[src/rtl/vss_pkg.sv]
`default_nettype none
// +----------------------------------------------------------------------------+
// | Module   : vss_pkg                                                         |
// | Purpose  : Shared types and helpers for the video_source_switch slice.     |
// |            - vss_state_t : switch FSM states                               |
// |            - vss_idx_w() : index width for n items, never below 1          |
// |            - MUTE_CNT_W  : width of the post-switch mute frame counter     |
// | Revision : 1.0 - initial release                                           |
// +----------------------------------------------------------------------------+
package vss_pkg;

  localparam int MUTE_CNT_W = 4;

  typedef enum logic [1:0] {
    RUN     = 2'd0,
    WAIT_VS = 2'd1,
    MUTE    = 2'd2
  } vss_state_t;

  function automatic int vss_idx_w(input int n);
    return (n > 1) ? $clog2(n) : 1;
  endfunction

endpackage
`default_nettype wire

[src/rtl/vss_vs_edge.sv]
`default_nettype none
// +----------------------------------------------------------------------------+
// | Module   : vss_vs_edge                                                     |
// | Purpose  : Per-source vsync rising-edge (frame start) detector. The        |
// |            previous vsync is only sampled on pix_ce cycles, so an edge is  |
// |            seen exactly once per frame in the pixel domain.                |
// | Ports    : clk_100m, reset_n (async, active-low), pix_ce                   |
// |            vs_i[NUM_SRC]          per-source vsync                          |
// |            frame_start_o[NUM_SRC] combinational frame-start flags          |
// | Revision : 1.0 - initial release                                           |
// +----------------------------------------------------------------------------+
module vss_vs_edge #(
  parameter int NUM_SRC = 2
) (
  input  logic               clk_100m,
  input  logic               reset_n,
  input  logic               pix_ce,
  input  logic [NUM_SRC-1:0] vs_i,
  output logic [NUM_SRC-1:0] frame_start_o
);

  logic [NUM_SRC-1:0] vs_prev_q;

  always_ff @(posedge clk_100m or negedge reset_n) begin
    if (!reset_n) begin
      vs_prev_q <= '0;
    end else if (pix_ce) begin
      vs_prev_q <= vs_i;
    end
  end

  assign frame_start_o = {NUM_SRC{pix_ce}} & vs_i & ~vs_prev_q;

endmodule
`default_nettype wire

[src/rtl/video_source_switch.sv]
`default_nettype none
// +----------------------------------------------------------------------------+
// | Module   : video_source_switch                                             |
// | Purpose  : N-input pixel-stream selector for the HDMI TX path. Source      |
// |            changes take effect at an old-source frame start (or after a    |
// |            vsync timeout), then the new source is muted for MUTE_FRAMES.   |
// | Ports    : clk_100m, reset_n (async, active-low), pix_ce                   |
// |            src_de/hs/vs[NUM_SRC], src_rgb[NUM_SRC*3*BPC]                   |
// |            sel_req, sel_req_valid -> sel_busy, sel_err, sel_active         |
// |            out_de, out_hs, out_vs, out_r, out_g, out_b (registered)        |
// | Option   : VIDEO_SOURCE_SWITCH_CNT_EN adds sw_cnt[15:0] (completed         |
// |            switches) and sw_timeout[7:0] (forced switches), saturating.    |
// | Revision : 1.0 - initial release                                           |
// +----------------------------------------------------------------------------+
module video_source_switch
  import vss_pkg::*;
#(
  parameter int NUM_SRC     = 2,
  parameter int BPC         = 12,
  parameter int DEFAULT_SRC = 0,
  parameter int MUTE_FRAMES = 2,
  parameter int VS_TIMEOUT  = 2000000
) (
  input  logic                              clk_100m,
  input  logic                              reset_n,
  input  logic                              pix_ce,
  input  logic [NUM_SRC-1:0]                src_de,
  input  logic [NUM_SRC-1:0]                src_hs,
  input  logic [NUM_SRC-1:0]                src_vs,
  input  logic [NUM_SRC*3*BPC-1:0]          src_rgb,
  input  logic [vss_idx_w(NUM_SRC)-1:0]     sel_req,
  input  logic                              sel_req_valid,
  output logic                              sel_busy,
  output logic                              sel_err,
  output logic [vss_idx_w(NUM_SRC)-1:0]     sel_active,
  output logic                              out_de,
  output logic                              out_hs,
  output logic                              out_vs,
  output logic [BPC-1:0]                    out_r,
  output logic [BPC-1:0]                    out_g,
  output logic [BPC-1:0]                    out_b
`ifdef VIDEO_SOURCE_SWITCH_CNT_EN
  ,
  output logic [15:0]                       sw_cnt,
  output logic [7:0]                        sw_timeout
`endif
);

  localparam int IDX_W = vss_idx_w(NUM_SRC);
  localparam int TMO_W = vss_idx_w(VS_TIMEOUT);
  localparam logic [IDX_W-1:0]      DEF_IDX   = IDX_W'(DEFAULT_SRC);
  localparam logic [IDX_W:0]        NUM_SRC_C = (IDX_W+1)'(NUM_SRC);
  localparam logic [TMO_W-1:0]      TMO_LAST  = TMO_W'(VS_TIMEOUT - 1);
  localparam logic [MUTE_CNT_W-1:0] MUTE_INIT = MUTE_CNT_W'(MUTE_FRAMES);

  vss_state_t             state_q, state_d;
  logic [IDX_W-1:0]       sel_active_q, sel_active_d;
  logic [IDX_W-1:0]       pend_sel_q, pend_sel_d;
  logic [TMO_W-1:0]       tmo_cnt_q, tmo_cnt_d;
  logic [MUTE_CNT_W-1:0]  mute_cnt_q, mute_cnt_d;
  logic                   sel_err_q, sel_err_d;

  logic [NUM_SRC-1:0]     frame_start;
  logic                   cur_de, cur_hs, cur_vs, cur_fs;
  logic [3*BPC-1:0]       cur_rgb;
  logic                   req_bad_range;
  logic                   tmo_hit;
  logic                   switch_done;
  logic                   switch_forced;

  vss_vs_edge #(
    .NUM_SRC(NUM_SRC)
  ) u_vs_edge (
    .clk_100m     (clk_100m),
    .reset_n      (reset_n),
    .pix_ce       (pix_ce),
    .vs_i         (src_vs),
    .frame_start_o(frame_start)
  );

  // Currently routed source. In MUTE this is already the new source, so its
  // frame starts drive the mute countdown.
  always_comb begin
    cur_de  = 1'b0;
    cur_hs  = 1'b0;
    cur_vs  = 1'b0;
    cur_fs  = 1'b0;
    cur_rgb = '0;
    for (int k = 0; k < NUM_SRC; k++) begin
      if (sel_active_q == IDX_W'(k)) begin
        cur_de  = src_de[k];
        cur_hs  = src_hs[k];
        cur_vs  = src_vs[k];
        cur_fs  = frame_start[k];
        cur_rgb = src_rgb[k*3*BPC +: 3*BPC];
      end
    end
  end

  assign req_bad_range = ({1'b0, sel_req} >= NUM_SRC_C);
  assign tmo_hit       = (tmo_cnt_q == TMO_LAST);

  always_comb begin
    state_d       = state_q;
    sel_active_d  = sel_active_q;
    pend_sel_d    = pend_sel_q;
    tmo_cnt_d     = tmo_cnt_q;
    mute_cnt_d    = mute_cnt_q;
    sel_err_d     = 1'b0;
    switch_done   = 1'b0;
    switch_forced = 1'b0;

    // Range check wins over busy check; either yields a single error pulse.
    if (sel_req_valid && (req_bad_range || (state_q != RUN))) begin
      sel_err_d = 1'b1;
    end

    case (state_q)
      RUN: begin
        if (sel_req_valid && !req_bad_range && (sel_req != sel_active_q)) begin
          pend_sel_d = sel_req;
          tmo_cnt_d  = '0;
          state_d    = WAIT_VS;
        end
      end
      WAIT_VS: begin
        tmo_cnt_d = tmo_cnt_q + TMO_W'(1);
        // A vsync edge coinciding with timeout expiry is one switch, not forced.
        if (cur_fs || tmo_hit) begin
          sel_active_d  = pend_sel_q;
          mute_cnt_d    = MUTE_INIT;
          state_d       = (MUTE_FRAMES == 0) ? RUN : MUTE;
          switch_done   = 1'b1;
          switch_forced = tmo_hit && !cur_fs;
        end
      end
      MUTE: begin
        if (cur_fs) begin
          if (mute_cnt_q <= MUTE_CNT_W'(1)) begin
            mute_cnt_d = '0;
            state_d    = RUN;
          end else begin
            mute_cnt_d = mute_cnt_q - MUTE_CNT_W'(1);
          end
        end
      end
      default: state_d = RUN;
    endcase
  end

  always_ff @(posedge clk_100m or negedge reset_n) begin
    if (!reset_n) begin
      state_q      <= RUN;
      sel_active_q <= DEF_IDX;
      pend_sel_q   <= '0;
      tmo_cnt_q    <= '0;
      mute_cnt_q   <= '0;
      sel_err_q    <= 1'b0;
    end else begin
      state_q      <= state_d;
      sel_active_q <= sel_active_d;
      pend_sel_q   <= pend_sel_d;
      tmo_cnt_q    <= tmo_cnt_d;
      mute_cnt_q   <= mute_cnt_d;
      sel_err_q    <= sel_err_d;
    end
  end

  // Output pipeline: one register stage, advanced only on pix_ce. Sync pulses
  // keep flowing while muted so the sink stays locked to the new source.
  always_ff @(posedge clk_100m or negedge reset_n) begin
    if (!reset_n) begin
      out_de <= 1'b0;
      out_hs <= 1'b0;
      out_vs <= 1'b0;
      out_r  <= '0;
      out_g  <= '0;
      out_b  <= '0;
    end else if (pix_ce) begin
      out_hs <= cur_hs;
      out_vs <= cur_vs;
      if (state_q == MUTE) begin
        out_de <= 1'b0;
        out_r  <= '0;
        out_g  <= '0;
        out_b  <= '0;
      end else begin
        out_de <= cur_de;
        out_r  <= cur_rgb[3*BPC-1:2*BPC];
        out_g  <= cur_rgb[2*BPC-1:BPC];
        out_b  <= cur_rgb[BPC-1:0];
      end
    end
  end

  assign sel_busy   = (state_q != RUN);
  assign sel_err    = sel_err_q;
  assign sel_active = sel_active_q;

`ifdef VIDEO_SOURCE_SWITCH_CNT_EN
  logic [15:0] sw_cnt_q;
  logic [7:0]  sw_timeout_q;

  always_ff @(posedge clk_100m or negedge reset_n) begin
    if (!reset_n) begin
      sw_cnt_q     <= '0;
      sw_timeout_q <= '0;
    end else begin
      if (switch_done && (sw_cnt_q != 16'hFFFF)) begin
        sw_cnt_q <= sw_cnt_q + 16'd1;
      end
      if (switch_forced && (sw_timeout_q != 8'hFF)) begin
        sw_timeout_q <= sw_timeout_q + 8'd1;
      end
    end
  end

  assign sw_cnt     = sw_cnt_q;
  assign sw_timeout = sw_timeout_q;
`else
  logic unused_cnt;
  assign unused_cnt = switch_done ^ switch_forced;
`endif

endmodule
`default_nettype wire
[config.mk]
export PLATFORM = sky130hd
export DESIGN_NAME = video_source_switch
export DESIGN_NICKNAME = d
export VERILOG_FILES = /design/src/rtl/vss_pkg.sv /design/src/rtl/vss_vs_edge.sv /design/src/rtl/video_source_switch.sv
export SDC_FILE = /design/constraint.sdc
export NUM_CORES = 1
export LEC_CHECK = 0
export CELL_PAD_IN_SITES_DETAIL_PLACEMENT = 0
export CELL_PAD_IN_SITES_GLOBAL_PLACEMENT = 1
export CORE_ASPECT_RATIO = 1.1
export CORE_MARGIN = 2
export CORE_UTILIZATION = 30
export CTS_CLUSTER_SIZE = 10
export DETAILED_ROUTE_END_ITERATION = 8
export HOLD_SLACK_MARGIN = 0.06
export PLACE_DENSITY_LB_ADDON = 0.3
export SETUP_SLACK_MARGIN = 0.5
export SLEW_MARGIN = 15
export SYNTH_ARGS = -nofsm -noshare
export SYNTH_HDL_FRONTEND = slang
export SYNTH_SLANG_ARGS = --single-unit
export TNS_END_PERCENT = 100
[constraint.sdc]
create_clock -name clk_100m -period 2.1 [get_ports clk_100m]
set_input_delay 0.42 -clock clk_100m [delete_from_list [all_inputs] [get_ports clk_100m]]
set_output_delay 0.42 -clock clk_100m [all_outputs]
set_load 0.1 [all_outputs]
==> summary.md <==
| Metric | Value |
|---|---|
| Status | complete, no violations |
| Yosys synthesis warning count | 0 |
| CP Max Fanout | 4 |
| Clock power share | 18.7% |
| GPL Wtd Cong | 0.807 |
| Max-slew headroom | 74.0% |
| Max Slew Vio Count | 0 |
| Vias | 3,175 |
| Fillers | 1,055 |
| GR Util met2 | 26.9% |
| Pin count of the biggest net entering global routing | slightly above 70 |
| Num rows | 41 |
| Vias in the first global route | around 3,100 |
| CTS max path bufs | 2 |
| Synth top area share | roughly 50% |
| Clock Sinks | 71 |
| Crit start category | flip-flop |
| Synthesis-stage register bit count | 71 |
| Sequential power share | roughly a quarter |
| DR vias/cell | 4.81 |
| Post-CTS Hold Buffers | 0 |
| H-tree depth | 3 |
| Dominant synthesized flop cell | dfrtp_1 |
| Area of the multi-input gates | 1730 µm² |
| Post-Route WL | a little under 10 mm |
| Internal power | a little over 4000 µW |
| Drt initial violations | 104 |
| Antenna Nets Post-Route | 0 |
| Cell area after synthesis | 3500 µm² |
| Horiz. Die Dim | 107 µm |
| PortBufs | 124 |
| Critical Path RT | 2.30 ns |
| Worst hold path type | primary input to asynchronous set/reset pin |
| Syn nets | 437 |
| Yosys top cell by area | dfrtp_1 |
| Tmin final | 2.07 ns |
| Busiest grt layer | met2 |
| Routed length per instance | 15.0 µm |
| Initial antenna violation count | 0 |
| Sw power | 3980 µW |
| Max_cap viols | 0 |
| Num ports | 125 |
| Area Overhead vs Synth | 62.4% |
| EDFF count, synth | 0 |
| Seq/Total Area, Yosys | between 50 and 60% |
| Die extent in y | 117 µm |
| CP endpoint kind | flip-flop |
| Syn Area/Cell | 9.96 µm² |
| Core box area | 11,400 µm² |
| Nets | 591 |
| Num CTS Buffers | 9 |
| Final setup margin | 0.0285 ns |
| Initial core utilization | 30.6% |
| Synth top area cells | dfrtp_1 51%, mux2i_1 11%, o22ai_1 6.6% |
| Clock Tree Root | clkbuf_16 |
| Setup violators final | 0 |
| RSZ-0062 raised after global routing | true |
| Crit-path slowest cell | or4_4 |
| Ant. Diodes | 0 |
| Period utilization | 98.6% |
| CTS tree | built |
| Fin Setup TNS | 0 ns |
| Synth cell count leaders | 71 x dfrtp_1, 44 x inv_1, 39 x mux2i_1 |
| GRT overflow | 0 |
| Dpl ws | -0.0365 ns |
| TritonRoute pass-1 iters | 4 |
| Measured slew at the worst slew-check pin | just under 0.4 ns |
| WS Path Type | flip-flop to flip-flop |
| Static Leak | ~0.0025 µW |
| Switch share | 49.3% |
| Max VDD drop | 0.752 mV |
| Post-Route Skew | 0.00840 ns |
| Worst hold margin | 0.130 ns |
| Yosys cell types | 41 |
| Worst-Skew Late Latency | 0.33 ns |
| Dpl hpwl | 6.86 mm |
| Clock transition at path regs | 0.06 ns |
| Final Hold Fails | 0 |
| All-Layer GR Usage | 15.7% |
| Comb pwr share | between 50% and 60% |
| Register area | 1780 µm² |
| DRC viols | 0 |
| Worst path max stage delay | 0.54 ns |
| First-pass GRT wire length | 15.4 mm |
| CP arrival | 2.28 ns |
| Met1 GRT Util | between 10% and 20% |
| Critical-path cell list | or4b_1, or4_4, o31a_1, o21ai_1, o31ai_1 |
| Count leader, synth | dfrtp_1 |
| Met3 Track Usage GR | 4.04% |
| FMAX | 483 MHz |
| Mapped Cells | around 350 |
| P per Cell Area | 1420 nW/µm² |
| Async SR Flop Fraction | 100% |
| Fraction of final layout cells sized beyond drive strength 1 | between 20% and 30% |
| Die ar. | 12,500 µm² |
[flip-flops by register name, summed over array words and instances, names as in the netlist]
| register | count |
|---|---|
| out_r | 12 |
| u_vs_edge.vs_prev_q | 2 |
| sel_active | 1 |
| out_vs | 1 |
| mute_cnt_q | 4 |
| out_de | 1 |
| out_b | 12 |
| state_q | 2 |
| out_hs | 1 |
| sel_err | 1 |
| tmo_cnt_q | 21 |
| out_g | 12 |
| pend_sel_q | 1 |
[cell usage in the layout, fill, tap and decap left out, drive strengths merged, types with 2 or more instances in the layout]
cell / n
clkdlybuf4s50: 80
buf: 78
dfrtp: 71
inv: 44
mux2i: 39
o22ai: 37
nor2: 27
nand2: 16
clkbuf: 14
nand3: 11
xor2: 10
o21ai: 9
a21oi: 9
nand4: 6
or3: 6
xnor2: 6
nor3: 5
nand2b: 4
mux2: 4
nor2b: 3
nor4: 3
ha: 3
or4: 2
and3: 2
and4: 2
o31ai: 2
clkinv: 2
[per-stage QoR]
| stage | power (µW) | util (%) | instances | area (µm²) |
|---|---|---|---|---|
| 6_report | 8070 | 49.6 | 660 | 5680 |
| 5_1_grt | 8460 | 49.6 | 660 | 5680 |
| 4_1_cts | 7890 | 47.4 | 651 | 5420 |
| 3_5_place_dp | 6240 | 43.6 | 628 | 4990 |
| 3_3_place_gp | 6190 | 43.6 | 628 | 4990 |
| 2_1_floorplan | 5180 | - | 351 | 3580 |
[area by class of cell]
cell class	count	share of cell area (%)
Tap cell	150	3.31
Clock buffer	13	4.41
Clock inverter	3	0.771
Multi-Input combinational cell	219	30.5
Inverter	44	2.91
Timing Repair Buffer	160	26.7
Sequential cell	71	31.4
[power by group through the flow]
stage | clock network, µW | registers, µW | logic, µW
after detailed placement | 0 | 2040 | 4200
final | 1510 | 2040 | 4520
after global routing | 1610 | 2090 | 4760
after CTS | 1540 | 2040 | 4310
after global placement | 0 | 2030 | 4160
after floorplan | 0 | 3860 | 1330
[worst max-delay path, delay by kind of cell, from the launching register on]
| family | cells | cell delay, ns |
|---|---|---|
| AOI/OAI and AO/OA | 3 | 0.51 |
| DFF | 1 | 0.37 |
| and+or+nand+nor | 2 | 1.06 |
[layer usage]
layer	routed length, µm	vias up
met5	0	-
met4	83	0
met3	601	8
met2	4860	100
met1	4360	1524
li1	-	1543
[worst paths after layout]
check	startpoint	end	slack, ns	cells after the start
min in group clk_100m	u_vs_edge.vs_prev_q[1]	u_vs_edge.vs_prev_q[1]	0.50	1
hold reg to reg	u_vs_edge.vs_prev_q[1]	u_vs_edge.vs_prev_q[1]	0.50	1
max in group asynchronous	reset_n	sel_active	1.64	2
setup reg to reg	tmo_cnt_q[9]	mute_cnt_q[3]	0.03	5
setup / recovery	tmo_cnt_q[9]	mute_cnt_q[3]	0.03	5
hold / removal	reset_n	out_r[5]	0.13	2
[logic make-up (layout without fill, tap and decap cells)]
logic type                 after synthesis  after routing  share of synthesized area, %
and+or+nand+nor                         92             92                          13.6
DFF                                     71             71                          50.8
AOI/OAI and AO/OA                       65             65                          11.5
buffers and inverters                   61            220                          6.55
muxes                                   43             43                          12.5
xor gates and xnor gates                16             16                          4.01
adders and majority gates                3              3                          1.07
[repair_timing]
item                                    4_1_cts  5_1_grt
endpoints found under the setup margin       57       59
pin swaps                                    11       13
setup buffers                                 7        8
gates cloned                                  0        1
gates resized for setup                      20       38
Power figures use the tool's default switching activity.
